### config.mk
export PLATFORM = sky130hd
export DESIGN_NAME = core_sequencer_flat
export DESIGN_NICKNAME = d
export VERILOG_FILES = /design/src/rtl/mp_pkg.sv /design/src/rtl/core_sequencer_if.sv /design/src/rtl/bp_compare.sv /design/src/rtl/core_sequencer.sv /design/src/flat_wrapper.sv
export SDC_FILE = /design/constraint.sdc
export NUM_CORES = 1
export LEC_CHECK = 0
export CORE_UTILIZATION = 41
export DETAILED_ROUTE_END_ITERATION = 7
export GPL_ROUTABILITY_DRIVEN = 0
export PLACE_DENSITY_LB_ADDON = 0.2
export SETUP_SLACK_MARGIN = 0.15
export SLEW_MARGIN = 10
export SYNTH_ARGS = -nofsm -noshare
export SYNTH_HDL_FRONTEND = slang
export SYNTH_SLANG_ARGS = --single-unit
### constraint.sdc
create_clock -name clk -period 1.9 [get_ports clk]
set_input_delay 0.19 -clock clk [delete_from_list [all_inputs] [get_ports clk]]
set_output_delay 0.19 -clock clk [all_outputs]
set_load 0.01 [all_outputs]
### src/rtl/mp_pkg.sv
// Shared types and defaults for the core run-control sequencer.
package mp_pkg;

    typedef enum logic [2:0] {
        StRun    = 3'd0,
        StHalt   = 3'd1,
        StStep   = 3'd2,
        StInject = 3'd3,
        StAck    = 3'd4
    } seq_state_t;

    localparam int unsigned DefInjectCycles = 2;

endpackage

### src/rtl/core_sequencer_if.sv
// User-input injection handshake between a requester and the core sequencer.
interface core_sequencer_if #(
    parameter int unsigned BIT_WIDTH = 4
);
    logic                 usr_req;
    logic [BIT_WIDTH-2:0] usr_data;
    logic                 usr_ack;

    modport master (output usr_req, output usr_data, input usr_ack);
    modport slave  (input usr_req, input usr_data, output usr_ack);
endinterface

### src/rtl/bp_compare.sv
// PC breakpoint comparator with a skip flag that masks the first RUN cycle.
// Only built when CORE_SEQUENCER_BREAKPOINT_EN is defined.
`ifdef CORE_SEQUENCER_BREAKPOINT_EN
module bp_compare #(
    parameter int unsigned PC_WIDTH = 4
) (
    input  logic                clk,
    input  logic                rst,
    input  logic                in_run,
    input  logic                enter_run,
    input  logic [PC_WIDTH-1:0] pc,
    input  logic [PC_WIDTH-1:0] bp_addr,
    input  logic                bp_valid,
    output logic                hit
);
    logic skip_q;

    always_ff @(posedge clk or negedge rst) begin
        if (!rst) begin
            skip_q <= 1'b1;
        end else if (enter_run) begin
            skip_q <= 1'b1;
        end else if (in_run) begin
            skip_q <= 1'b0;
        end
    end

    assign hit = in_run && bp_valid && (pc == bp_addr) && !skip_q;
endmodule
`endif

### src/rtl/core_sequencer.sv
// Run/halt/step/inject sequencer driving the core clock-enable and user-input mux.
// Optional breakpoint support: CORE_SEQUENCER_BREAKPOINT_EN.
module core_sequencer
    import mp_pkg::*;
#(
    parameter int unsigned BIT_WIDTH     = 4,
    parameter int unsigned PC_WIDTH      = 4,
    parameter int unsigned CNT_WIDTH     = 16,
    parameter int unsigned INJECT_CYCLES = DefInjectCycles,
    parameter bit          AUTO_RUN      = 1'b1
) (
    input  logic                 clk,
    input  logic                 rst,
    input  logic                 start,
    input  logic                 stop,
    input  logic                 step,
    core_sequencer_if.slave      usr,
    input  logic [PC_WIDTH-1:0]  pc,
    input  logic [PC_WIDTH-1:0]  bp_addr,
    input  logic                 bp_valid,
    output logic                 core_en,
    output logic                 core_sel_usr,
    output logic [BIT_WIDTH-2:0] core_in,
    output logic                 halted,
    output logic [CNT_WIDTH-1:0] exec_count
);
    localparam int unsigned InjW = $clog2(INJECT_CYCLES + 1);
    localparam seq_state_t ResetState = AUTO_RUN ? StRun : StHalt;

    seq_state_t           state_q, state_d, ret_q;
    logic [InjW-1:0]      inj_cnt_q;
    logic                 en_q, sel_q, ack_q, halted_q;
    logic [BIT_WIDTH-2:0] in_q;
    logic [CNT_WIDTH-1:0] cnt_q;
    logic                 hit;

`ifdef CORE_SEQUENCER_BREAKPOINT_EN
    bp_compare #(
        .PC_WIDTH (PC_WIDTH)
    ) u_bp_compare (
        .clk       (clk),
        .rst       (rst),
        .in_run    (state_q == StRun),
        .enter_run ((state_d == StRun) && (state_q != StRun)),
        .pc        (pc),
        .bp_addr   (bp_addr),
        .bp_valid  (bp_valid),
        .hit       (hit)
    );
    // The breakpoint gates the enable in the cycle pc reaches bp_addr so it never executes.
    assign core_en = en_q & ~hit;
`else
    logic unused_bp;
    assign unused_bp = ^{bp_addr, bp_valid, pc};
    assign hit       = 1'b0;
    assign core_en   = en_q;
`endif

    always_comb begin
        state_d = state_q;
        unique case (state_q)
            StRun: begin
                if (stop)              state_d = StHalt;
                else if (usr.usr_req)  state_d = StInject;
                else if (hit)          state_d = StHalt;
            end
            StHalt: begin
                if (stop)              state_d = StHalt;
                else if (usr.usr_req)  state_d = StInject;
                else if (step)         state_d = StStep;
                else if (start)        state_d = StRun;
            end
            StStep:   state_d = StHalt;
            StInject: begin
                if (inj_cnt_q == InjW'(INJECT_CYCLES - 1)) state_d = StAck;
            end
            StAck:    state_d = stop ? StHalt : ret_q;
            default:  state_d = StHalt;
        endcase
    end

    always_ff @(posedge clk or negedge rst) begin
        if (!rst) begin
            state_q   <= ResetState;
            ret_q     <= StHalt;
            inj_cnt_q <= '0;
            en_q      <= 1'b0;
            sel_q     <= 1'b0;
            ack_q     <= 1'b0;
            halted_q  <= !AUTO_RUN;
            in_q      <= '0;
            cnt_q     <= '0;
        end else begin
            state_q  <= state_d;
            en_q     <= state_d inside {StRun, StStep, StInject};
            sel_q    <= (state_d == StInject);
            ack_q    <= (state_d == StAck);
            halted_q <= (state_d == StHalt);
            if (core_en && !sel_q) cnt_q <= cnt_q + CNT_WIDTH'(1);
            if ((state_d == StInject) && (state_q != StInject)) begin
                in_q      <= usr.usr_data;
                ret_q     <= state_q;
                inj_cnt_q <= '0;
            end else if (state_q == StInject) begin
                inj_cnt_q <= inj_cnt_q + InjW'(1);
            end
        end
    end

    assign core_sel_usr = sel_q;
    assign core_in      = in_q;
    assign usr.usr_ack  = ack_q;
    assign halted       = halted_q;
    assign exec_count   = cnt_q;
endmodule

### src/flat_wrapper.sv
// flat-port wrapper written by rule: the top's interface ports become plain ports
module core_sequencer_flat import mp_pkg::*;
#(
    parameter int unsigned BIT_WIDTH     = 4,
    parameter int unsigned PC_WIDTH      = 4,
    parameter int unsigned CNT_WIDTH     = 16,
    parameter int unsigned INJECT_CYCLES = DefInjectCycles,
    parameter bit          AUTO_RUN      = 1'b1
)
  (clk, rst, start, stop, step, pc, bp_addr, bp_valid, core_en, core_sel_usr, core_in, halted, exec_count, usr_usr_req, usr_usr_data, usr_usr_ack);
  core_sequencer_if #(.BIT_WIDTH(BIT_WIDTH)) usr_i ();
  input  logic clk;
  input  logic rst;
  input  logic start;
  input  logic stop;
  input  logic step;
  input  logic [PC_WIDTH-1:0] pc;
  input  logic [PC_WIDTH-1:0] bp_addr;
  input  logic bp_valid;
  output logic core_en;
  output logic core_sel_usr;
  output logic [BIT_WIDTH-2:0] core_in;
  output logic halted;
  output logic [CNT_WIDTH-1:0] exec_count;
  input wire logic [$bits(usr_i.usr_req)-1:0] usr_usr_req;
  input wire logic [$bits(usr_i.usr_data)-1:0] usr_usr_data;
  output wire logic [$bits(usr_i.usr_ack)-1:0] usr_usr_ack;
  assign usr_i.usr_req = usr_usr_req;
  assign usr_i.usr_data = usr_usr_data;
  assign usr_usr_ack = usr_i.usr_ack;
  core_sequencer #(.BIT_WIDTH(BIT_WIDTH), .PC_WIDTH(PC_WIDTH), .CNT_WIDTH(CNT_WIDTH), .INJECT_CYCLES(INJECT_CYCLES), .AUTO_RUN(AUTO_RUN)) u_core (.clk(clk), .rst(rst), .start(start), .stop(stop), .step(step), .usr(usr_i), .pc(pc), .bp_addr(bp_addr), .bp_valid(bp_valid), .core_en(core_en), .core_sel_usr(core_sel_usr), .core_in(core_in), .halted(halted), .exec_count(exec_count));
endmodule
# Yosys cells after proc, flatten, opt, wreduce, memory -nomap -nowiden

Index checks and enable logic that the tools add are counted.

Bits in registers: 31
Latch bits: 0
RAM bits: 0
Bits in read-only memories: 0
Bits of input ports: 18
Logic and storage cells: 38
Memories: 0

Add/sub/neg operators: 2
$mul: 0
Divide/modulo/power cells: 0
Order comparisons: 0
Equal/unequal tests: 9
Shifts and indexed selects: 0
Muxes and demuxes: 11
Bitwise gates (word level): 0
Reductions and logical operators: 7

Operator list:

| operator                                                                | count |
|---|---|
| 3-bit two-way mux                                                       | 8 |
| 16-bit by 1-bit adder with 16-bit output, second input constant         | 1 |
| 3-bit one-hot mux with 4 select lines                                   | 1 |
| 3-bit by 2-bit equality test with 1-bit output, second input constant   | 3 |
| 3-bit by 1-bit equality test with 1-bit output, second input constant   | 2 |
| 3-bit equality test, second input constant                              | 2 |
| 3-bit logical NOT                                                       | 2 |
| 2-bit two-way mux                                                       | 2 |
| 3-bit by 2-bit inequality test with 1-bit output, second input constant | 1 |
| 3-bit nonzero test                                                      | 1 |
| 2-bit by 1-bit adder with 2-bit output, second input constant           | 1 |
| 2-bit by 1-bit equality test with 1-bit output, second input constant   | 1 |
| 1-bit logical AND                                                       | 2 |
| 2-bit nonzero test                                                      | 1 |
| 1-bit logical NOT                                                       | 1 |

# Longest topological paths before layout

Gate-level depths: netlist of run 1.

Depth in word-level cells: 8
Gate-level depth with buffers: 6
Mapped depth without buffers: 6

# Worst setup path before layout of run 1

No wires, ideal clock.

Kind: reg-to-reg
Start: register u_core.state_q[0]
End: register u_core.in_q[0], in the netlist u_core.core_in[0]
Library setup time: 0.128 ns
Arrival: 1.712 ns
Data required time: 1.772 ns
Slack: 0.061 ns
Cell stages (with the launch flop): 5
Buffers on the path: 0
Clock period less this slack: 1.839 ns
Path through: dfrtp_1 > nand2b_1 > a2111o_1 > a211oi_4 > mux2_1

Longest elaborated chain between the ends: 7
Elaborated cells between the ends (all ways): 15
Those cells by class: eq/ne (5); mux (8); reduce/logical (2)

Ends and longest elaborated chain:

| item                                           | line                  | source |
|---|---|---|
| from (decl)                                    | core_sequencer.sv:30  | `seq_state_t state_q, state_d, ret_q;` |
| from (signal assigned)                         | core_sequencer.sv:84  | `state_q <= ResetState;` |
| from (signal assigned)                         | core_sequencer.sv:94  | `state_q <= state_d;` |
| 3-bit two-way mux                              | core_sequencer.sv:71  | `else if (start) state_d = StRun;` |
| 3-bit two-way mux                              | core_sequencer.sv:70  | `else if (step) state_d = StStep;` |
| 3-bit two-way mux                              | core_sequencer.sv:69  | `else if (usr.usr_req) state_d = StInject;` |
| 3-bit two-way mux                              | core_sequencer.sv:68  | `if (stop) state_d = StHalt;` |
| 3-bit one-hot mux with 4 select lines          | core_sequencer.sv:61  | `unique case (state_q)` |
| 3-bit by 2-bit equality test with 1-bit output | core_sequencer.sv:100 | `if ((state_d == StInject) && (state_q != StInject)) begin` |
| 1-bit logical AND *                            | core_sequencer.sv:100 |  |
| to (signal assigned)                           | core_sequencer.sv:101 | `in_q <= usr.usr_data;` |
| to (decl)                                      | core_sequencer.sv:33  | `logic [BIT_WIDTH-2:0] in_q;` |

Mark *: on every way between the ends. The rest lies on a longest branch, timed or not.
A chain may end at the register's enable or synchronous reset.

# Worst setup path after layout of run 1

Start: register u_core.state_q[0]
End: register u_core.in_q[2], in the netlist u_core.core_in[2]

The elaborated chain is that of the path after synthesis.

==> flow_summary.ini, run 1 <==
[floorplan]
start_util_pct = 43.4
die_w_um = 59.1
die_area_sq_mm = 0.00349
die_height_um = 59.1
rows = 20
io_pins = 41
coreArea_sq_mm = 0.00308

[finish]
synthToLayoutAreaGrowth_pct = 39.3
diodes = 0
drive_above_1_share_pct = 17.8
fillers = 287
post-route-util_pct = 60.5
final_nets = 176

[timing]
fin_crit_ps = 1840
setup_viol = 0
worst_slew_pin_slew_ps = 386
relSlewSlack_pct = 74.3
setup-tns-final_ps = 0
fin_skew_ps = 14.6
max_clock_freq_mhz = 543
grt_setup_unrepaired = yes
hold_violations = 0
final.period_utilization_pct = 96.9
drv_slew = 0

[setup_path]
cp-start-kind = flip-flop
worstPathMaxFanout = 6
cp_slowest_cell = or4_1
cpPeakStageDelay_ps = 510
worstPathRequired_ps = 2130
cp.arrival_ps = 2070
crit_chain = buf_4 > or4_1 > o21ai_2 > a211oi_4 > mux2_4
path_class = flip-flop to flip-flop
critPathCaptureType = flip-flop

[synth]
syn_area_per_cell_sq_um = 12.3
ys_types = 36
yosys_warnings = 0
syn_nets = 129
synth_area_leaders = dfrtp_1 56%, xnor2_1 7.9%, mux2_1 2.5%, nand3_1 2.2%, dfstp_2 2.0%
synth_top_area_cell = dfrtp_1
synth_top_area_share_pct = 56.2
synthArstFlopShare_pct = 100
syn_inst = 109
synth_flop_cell = dfrtp_1
synth_area_sq_mm = 0.00134
synth_edf_count = 0
ys_seq_area_share_pct = 58.1
synth_seq_cells = 31

[placed_design]
io_buffers = 31
place_hpwl_mm = 1.91

[cts]
cts_buffers = 5
clock_latency_ps = 340
cts_tree = yes
clk_pin_slew_worst_paths_ps = 100
cts_sinks = 31
htreeDepth = 2
cts_root_buf = clkbuf_4
cts_hold_buffers = 0
cts_buffer_depth = 2

[route]
drc = 0
vias = 977
wl_per_cell_um = 13.0
ant_nets = 0
drt_iter0_markers = 12
post_drt_via_cell_ratio = 4.86
wirelength_mm = 2.61
firstDrtPassIters = 4

[global_routing]
grt_pass1_vias = 1035
antenna_found_initial = 0
grt_pass1_wl_mm = 4.49
grt_max_degree = 32
overflow = 0
groute.usage.overall_pct = 17.9

[pwr]
max-vdd-ir-drop_mv = 0.722
power_density_mw_per_mm2 = 1360
leakage_uw = 0.000817

[run]
drv_cap = 0

[outcome]
outcome = finished, final reports clean

[min_path]
min_path_type = primary input to async pin
[through the flow]
step	power (uW)	hold WS, ps	area (sq um)	setup WS [ps]	std cells
finish	2540	228	1860	58.1	201
global route	2710	266	1860	-2.89	201
CTS	2540	240	1860	63.7	201
detailed placement	2050	468	1750	-131	191
global placement	2000	461	1750	-74.2	191
floorplan	1560	-106	1340	146	109
[flip-flops by register name, indices dropped and copies added, names as in the netlist]
register,flops
u_core.core_en,1
u_core.core_sel_usr,1
u_core.state_q,3
u_core.usr.usr_ack,1
u_core.halted,1
u_core.inj_cnt_q,2
u_core.ret_q,3
u_core.core_in,3
u_core.exec_count,16
[worst paths after layout]
check / start / endpoint / slack (ps) / cells past startpoint
worst max-delay path: u_core.state_q[0] / u_core.core_in[2] / 60 / 5
worst min-delay path: rst / u_core.inj_cnt_q[0] / 230 / 2
worst max register to register: u_core.state_q[0] / u_core.core_in[2] / 60 / 5
worst min register to register: u_core.exec_count[15] / u_core.exec_count[15] / 470 / 1
max in group asynchronous: rst / u_core.ret_q[0] / 1350 / 2
min in group clk: usr_usr_data[0] / u_core.core_in[0] / 470 / 2
[critical path: cells and delay by family, from the launching register on]
family | cells | cell delay (ps)
simple gates | 1 | 510
mux | 1 | 310
buf+inv | 1 | 160
flops | 1 | 460
compound gates | 2 | 280
[layout make-up]
cell class                 count  area [sq um]  share of cell area [%]
sequential                    31           778                    41.8
inverter                       5          18.8                    1.01
clock inverter                 1          5.00                   0.269
multi-input combinational     73           572                    30.7
timing repair buffer          40           378                    20.3
tap                           44          55.1                    2.96
clock buffer                   7          55.1                    2.96
[Yosys cell counts (2+ instances only)]
cell and count:
nand4_1 4, nand3_1 6, dfrtp_1 30, xnor2_1 12, nor3_1 3, ha_1 2
and3_1 2, inv_1 5, xor2_1 3, nor2_1 3, nand2b_1 4, nand2_1 7
mux2_1 3, nand3b_1 2, nor3b_1 2
[placed cells by master (no fill, tap or decap), types with 2 or more instances in the layout]
| cell | synthesis | routed |
|---|---|---|
| clkdlybuf4s50_1 | 0 | 31 |
| nor3b_1 | 2 | 2 |
| clkbuf_4 | 0 | 5 |
| nor3_1 | 3 | 3 |
| xnor2_1 | 12 | 12 |
| xor2_1 | 3 | 3 |
| nand2b_1 | 4 | 3 |
| mux2_4 | 0 | 3 |
| inv_1 | 5 | 5 |
| nand2_1 | 7 | 6 |
| dfrtp_1 | 30 | 29 |
| nand3_1 | 6 | 6 |
| ha_1 | 2 | 2 |
| nor2_1 | 3 | 3 |
| buf_4 | 0 | 9 |
| nand4_1 | 4 | 4 |
| and3_1 | 2 | 2 |
| nand3b_1 | 2 | 2 |
[routing by layer]
layer	vias to the layer above	GRT usage (%)	routed length, um
met1	475	19.7	1100
met3	2	4.80	90
met4	0	9.18	26
met5	-	0	0
met2	20	31.5	1390
li1	480	-	-
[where the power goes]
group	internal, uW	switching [uW]	total (uW)
Combinational	610	473	1080
Clock	179	225	404
Sequential	870	181	1050
Total	1660	879	2540
[kinds of logic (layout without fill, tap and decap cells)]
family | Yosys count | in the layout | synth area share [%]
compound gates | 14 | 14 | 9.46
flops | 31 | 31 | 58.1
fa+ha+maj | 2 | 2 | 1.87
mux | 4 | 4 | 3.37
xor+xnor | 15 | 15 | 9.83
simple gates | 38 | 38 | 15.9
buf+inv | 5 | 53 | 1.40
[what timing repair did]
| action | in CTS | in global routing |
|---|---|---|
| buffers inserted | 2 | 0 |
| setup endpoints to repair | 6 | 10 |
| resized for setup | 8 | 1 |
| pin swaps | 2 | 0 |
Note: power is estimated with default switching activity, not from simulation.
==> inputs of run 2 (changes only) <==
--- a/config.mk
+++ b/config.mk
@@ -5,7 +5,8 @@
 export SDC_FILE = /design/constraint.sdc
 export NUM_CORES = 1
 export LEC_CHECK = 0
-export CORE_UTILIZATION = 41
+export ABC_AREA = 1
+export CORE_UTILIZATION = 44
 export DETAILED_ROUTE_END_ITERATION = 7
 export GPL_ROUTABILITY_DRIVEN = 0
 export PLACE_DENSITY_LB_ADDON = 0.2
@@ -14,3 +15,4 @@
 export SYNTH_ARGS = -nofsm -noshare
 export SYNTH_HDL_FRONTEND = slang
 export SYNTH_SLANG_ARGS = --single-unit
+export TNS_END_PERCENT = 30
==> run 2 against run 1 <==
  * Combinational power rose by 10%
  * Wire length grew 15%
  * Critical path depth rose by 2
  * Worst hold slack better by 18 ps
  * Sequential power about the same
  * Sequential share of layout area decreased by 3.5 points
  * Flip-flop and latch count stayed put
  * Clock power decreased by 5%
  * Synthesized cell count grew 67%
  * Clock skew down 2.9 ps
  * Critical path type unchanged
  * Critical endpoint is now u_core.ret_q[1]
  * Highest routed layer unchanged
==> flow_summary.ini, run 2 <==
[route]
vias = 1263
ant_nets = 0
drc = 0
drt_iter0_markers = 25
wirelength_mm = 3.01
post_drt_via_cell_ratio = 4.75
firstDrtPassIters = 4
wl_per_cell_um = 11.3

[synth]
ys_top_cells_by_count = 52 x nand2_1, 30 x dfrtp_1, 21 x inv_1
syn_inst = 182
synth_seq_cells = 31
synth_top_area_share_pct = 46.7
synth_area_sq_mm = 0.00161
ys_types = 27
synth_top_area_cell = dfrtp_1
synth.most_common_cell = nand2_1
synth_area_leaders = dfrtp_1 47%, nand2_1 12%, inv_1 4.9%, xor2_1 4.4%, nor2_2 3.9%
synth_flop_cell = dfrtp_1
syn_area_per_cell_sq_um = 8.83
synth_edf_count = 0
ys_seq_area_share_pct = 48.3
yosys_warnings = 0
synthArstFlopShare_pct = 100
syn_nets = 202

[timing]
setup_viol = 0
fin_skew_ps = 11.8
holdWs_ps = 246
drv_slew = 0
max_clock_freq_mhz = 637
hold_violations = 0
fin_crit_ps = 1570
grt_setup_unrepaired = no
setup-tns-final_ps = 0
setup_slack_ps = 330
relSlewSlack_pct = 74.2
final.period_utilization_pct = 82.6
worst_slew_pin_slew_ps = 388

[floorplan]
start_util_pct = 47.1
die_w_um = 62.5
rows = 21
io_pins = 41
coreArea_sq_mm = 0.00342
die_area_sq_mm = 0.00390
die_height_um = 62.5

[setup_path]
critPathCaptureType = flip-flop
cp.arrival_ps = 1780
cp-start-kind = flip-flop
rr_startpoint = u_core.state_q[2]
r2r_slack_ps = 330
reg2reg_to = u_core.ret_q[1]
path_class = flip-flop to flip-flop
worstPathRequired_ps = 2110
reg2regPathDepth = 7
worstPathMaxFanout = 9

[pwr]
leakage_uw = 0.000943
finalPower_uw = 2610
power_density_mw_per_mm2 = 1290
max-vdd-ir-drop_mv = 0.589

[cts]
post_cts_resized = 0
clock_latency_ps = 320
cts_hold_buffers = 0
cts_sinks = 31
cts_buffers = 5
cts_tree = yes
cts_root_buf = clkbuf_4
htreeDepth = 2
cts_buffer_depth = 2
clk_pin_slew_worst_paths_ps = 100
postCtsSetupBuffers = 0

[outcome]
outcome = finished, final reports clean

[global_routing]
overflow = 0
groute.usage.overall_pct = 18.3
antenna_found_initial = 0
grt_max_degree = 32
grt_pass1_vias = 1255
grt_pass1_wl_mm = 5.66

[placed_design]
pre_cts_ws_ps = 316
place_hpwl_mm = 2.29
dp.cells = 259
io_buffers = 31

[finish]
diodes = 0
drive_above_1_share_pct = 15.5
synthToLayoutAreaGrowth_pct = 26.1
final_common_cell = nand2_1
final_nets = 240
final_cell_mix = 52 x nand2_1, 31 x clkdlybuf4s50_1, 30 x dfrtp_1
largest_register_ffs = 16
stdcell_count = 266

[min_path]
min_path_type = primary input to async pin

[run]
drv_cap = 0
[run 2: changes by cell type after synthesis, sizes merged, moves of 4 or more]
| cell | before | now |
|---|---|---|
| nand4 | 4 | 8 |
| xor2 | 3 | 8 |
| inv | 5 | 23 |
| mux2 | 4 | 0 |
| nand2b | 4 | 0 |
| nor2 | 3 | 22 |
| nand3 | 6 | 13 |
| nand2 | 7 | 55 |
| xnor2 | 12 | 5 |
[run 2: worst max-delay path: stages, from the launching register on]
cell	delay [ps]
dfrtp_1	480
inv_1	140
nand3_2	140
nor2_2	170
nor2_2	70
nand2_4	140
nand4_4	130
and2_1	170
[run 2: final cells by class]
cell class	instances	area, sq um
Clock buffer	6	51.3
Clock inverter	1	5.00
Fill cell	315	1390
Inverter	23	86.3
Multi-Input combinational cell	127	733
Sequential cell	31	777
Tap cell	46	57.6
Timing Repair Buffer	32	318
[run 2: kinds of logic after synthesis]
kind of cell,count (synthesis),share of synthesized area [%]
DFF,31,48.3
AOI/OAI and AO/OA,4,2.41
and+or+nand+nor,108,34.6
buffers and inverters,24,6.07
xor gates and xnor gates,13,7.08
adders and majority gates,2,1.56
[run 2: per-layer routing]
layer / GRT usage, % / routed length (um) / vias up / share of wire, %
met1: 24.0 / 1480 / 586 / 49
li1: - / - / 643 / -
met4: 4.36 / 11 / 0 / 0.37
met2: 29.5 / 1390 / 32 / 46
met5: 0 / 0 / - / 0
met3: 5.84 / 122 / 2 / 4.1
[run 2: how the worst max path moves through the flow]
stage	from	endpoint	slack, ps	cells past startpoint
2_1_floorplan	u_core.core_sel_usr	u_core.exec_count[13]	530	7
3_3_place_gp	stop	u_core.ret_q[1]	340	7
3_5_place_dp	stop	u_core.ret_q[1]	320	7
4_1_cts	u_core.exec_count[5]	exec_count[5]	330	1
5_1_grt	u_core.state_q[0]	u_core.core_in[0]	240	8
6_report	u_core.state_q[2]	u_core.ret_q[1]	330	7
[run 2: report_power, final]
| part | total, uW | switching (uW) | internal, uW |
|---|---|---|---|
| Clock | 385 | 214 | 171 |
| Combinational | 1190 | 668 | 520 |
| Sequential | 1040 | 185 | 853 |
| Total | 2610 | 1070 | 1540 |
[run 2: stage by stage]
stage,instance area (sq um),utilization (%)
2_1_floorplan,1610,-
3_3_place_gp,1970,57.7
3_5_place_dp,1970,57.7
4_1_cts,2030,59.4
5_1_grt,2030,59.4
6_report,2030,59.4
==> inputs of run 3 (changes only) <==
--- a/config.mk
+++ b/config.mk
@@ -6,7 +6,7 @@
 export NUM_CORES = 1
 export LEC_CHECK = 0
 export ABC_AREA = 1
-export CORE_UTILIZATION = 44
+export CORE_UTILIZATION = 48
 export DETAILED_ROUTE_END_ITERATION = 7
 export GPL_ROUTABILITY_DRIVEN = 0
 export PLACE_DENSITY_LB_ADDON = 0.2
==> constraint.sdc (replaced) <==
create_clock -name clk -period 1.49 [get_ports clk]
set_input_delay 0.149 -clock clk [delete_from_list [all_inputs] [get_ports clk]]
set_output_delay 0.149 -clock clk [all_outputs]
set_load 0.01 [all_outputs]
==> run 3 against run 2 <==
  * Largest cell class is now multi-input combinational cells
  * Setup slack worse by 310 ps
  * Cell count is 8.3% higher
  * Clock skew is 3.0 ps lower
  * Global-route usage is 6.1 points higher
  * Wire length is 44% higher
  * Combinational power is 84% higher
  * Utilization is 20 points higher
  * Count of clock-buffer cells in the layout stayed put
  * Non-clock buffer count is 24 higher
  * Critical endpoint unchanged
==> flow_summary.ini, run 3 (synthesized netlist as in run 2, its figures left out) <==
[outcome]
outcome = finished, final reports clean

[route]
ant_nets = 0
firstDrtPassIters = 4
vias = 1467
post_drt_via_cell_ratio = 5.09
drc = 0
drt_iter0_markers = 55
wirelength_mm = 4.34
wl_per_cell_um = 15.1

[min_path]
min_path_type = primary input to async pin

[global_routing]
grt_max_degree = 32
antenna_found_initial = 0
groute.usage.overall_pct = 24.4
overflow = 0
grt_pass1_wl_mm = 6.29
grt_pass1_vias = 1386

[floorplan]
start_util_pct = 51.8
die_area_sq_mm = 0.00359
rows = 20
coreArea_sq_mm = 0.00310
die_height_um = 59.9
die_w_um = 59.9
io_pins = 41

[setup_path]
cpPeakStageDelay_ps = 480
worstPathMaxFanout = 6
rr_startpoint = u_core.state_q[2]
crit_chain = buf_4 > nand2_4 > nor2_1 > a21oi_4 > nand4_4 > and2_1
crit_start = u_core.state_q[2]
cp_slowest_cell = dfrtp_2
path_class = flip-flop to flip-flop
cp.arrival_ps = 1700
critPathCaptureType = flip-flop
cpLargestDelayFamily = simple AND/OR/NAND/NOR gates
worstPathRequired_ps = 1720
path_buf_inv = 1
cp-start-kind = flip-flop

[cts]
clock_latency_ps = 340
cts_tree = yes
htreeDepth = 2
cts_root_buf = clkbuf_4
clk_pin_slew_worst_paths_ps = 100
cts_buffers = 5
cts_sinks = 31
cts_buffer_depth = 2

[finish]
diodes = 0
fillers = 202
drive_above_1_share_pct = 33.2
final_nets = 264
stdcell_count = 288
final_cell_mix = 45 x nand2_1, 26 x dfrtp_1, 22 x buf_4
regArea_sq_um = 782
multi_input_area_sq_um = 898
largest_register_ffs = 16
final_common_cell = nand2_1
synthToLayoutAreaGrowth_pct = 52.6
stdcell_area_sq_mm = 0.00245

[timing]
worst_slew_pin_slew_ps = 399
fin_skew_ps = 8.82
drv_slew = 0
hold_violations = 0
fin_crit_ps = 1470
final.period_utilization_pct = 98.8
relSlewSlack_pct = 73.4
grt_setup_unrepaired = yes
setup_viol = 0
max_clock_freq_mhz = 679

[pwr]
sequentialPowerShare_pct = 31.8
pwr-share-comb_pct = 52.7
leakage_uw = 0.00143
max-vdd-ir-drop_mv = 1.07
power_switching_uw = 1720
p_int_uw = 2440
clock_power_share_pct = 15.5
power_density_mw_per_mm2 = 1690
finalPower_uw = 4160
swShare_pct = 41.4

[placed_design]
place_hpwl_mm = 2.38
dp.cells = 266
io_buffers = 31
placed_area_sq_mm = 0.00205

[run]
drv_cap = 0
-- run 3: layout make-up --
cell class | count | area share (%)
Sequential cell | 31 | 31.9
Timing Repair Buffer | 56 | 22.8
Tap cell | 44 | 2.24
Multi-Input combinational cell | 127 | 36.6
Clock inverter | 1 | 1.22
Inverter | 23 | 3.52
Clock buffer | 6 | 1.68
-- run 3: what timing repair did --
item                       4_1_cts  5_1_grt
hold buffers                     0        0
setup buffers                    9        6
pin swaps                        2       12
setup endpoints to repair       38       41
gates resized for setup         25       40
-- run 3: through the flow --
step,worst slack (ps),hold WS (ps),TNS [ps],utilization [%]
final,17.3,196,0,79.1
after global routing,-83.5,248,-392,79.1
after CTS,27.0,206,0,72.8
after detailed placement,-57.9,459,-296,66.0
after global placement,1.89,454,0,66.0
after floorplan,122,-147,0,-
-- run 3: power by group through the flow --
| stage | Sequential (uW) | Clock, uW | Combinational [uW] |
|---|---|---|---|
| after global routing | 1360 | 665 | 2370 |
| after detailed placement | 1310 | 0 | 1770 |
| final | 1320 | 645 | 2190 |
| after global placement | 1300 | 0 | 1710 |
| after floorplan | 1350 | 0 | 974 |
| after CTS | 1310 | 640 | 2030 |
-- run 3: worst paths after layout --
| kind | end | slack [ps] | cells after the start |
|---|---|---|---|
| setup / recovery | u_core.ret_q[1] | 20 | 6 |
| hold / removal | u_core.exec_count[0] | 200 | 2 |
| setup reg to reg | u_core.ret_q[1] | 20 | 6 |
| hold reg to reg | u_core.core_in[0] | 480 | 2 |
| max in group asynchronous | u_core.ret_q[0] | 970 | 2 |
| min in group clk | u_core.core_in[0] | 370 | 3 |
-- run 3: per-layer routing --
| metal | wire, um | vias to the layer above | track usage, % |
|---|---|---|---|
| li1 | - | 699 | - |
| met1 | 1780 | 710 | 29.8 |
| met2 | 2240 | 47 | 40.2 |
| met3 | 227 | 11 | 5.63 |
| met4 | 97 | 0 | 12.6 |
| met5 | 0 | - | 0 |
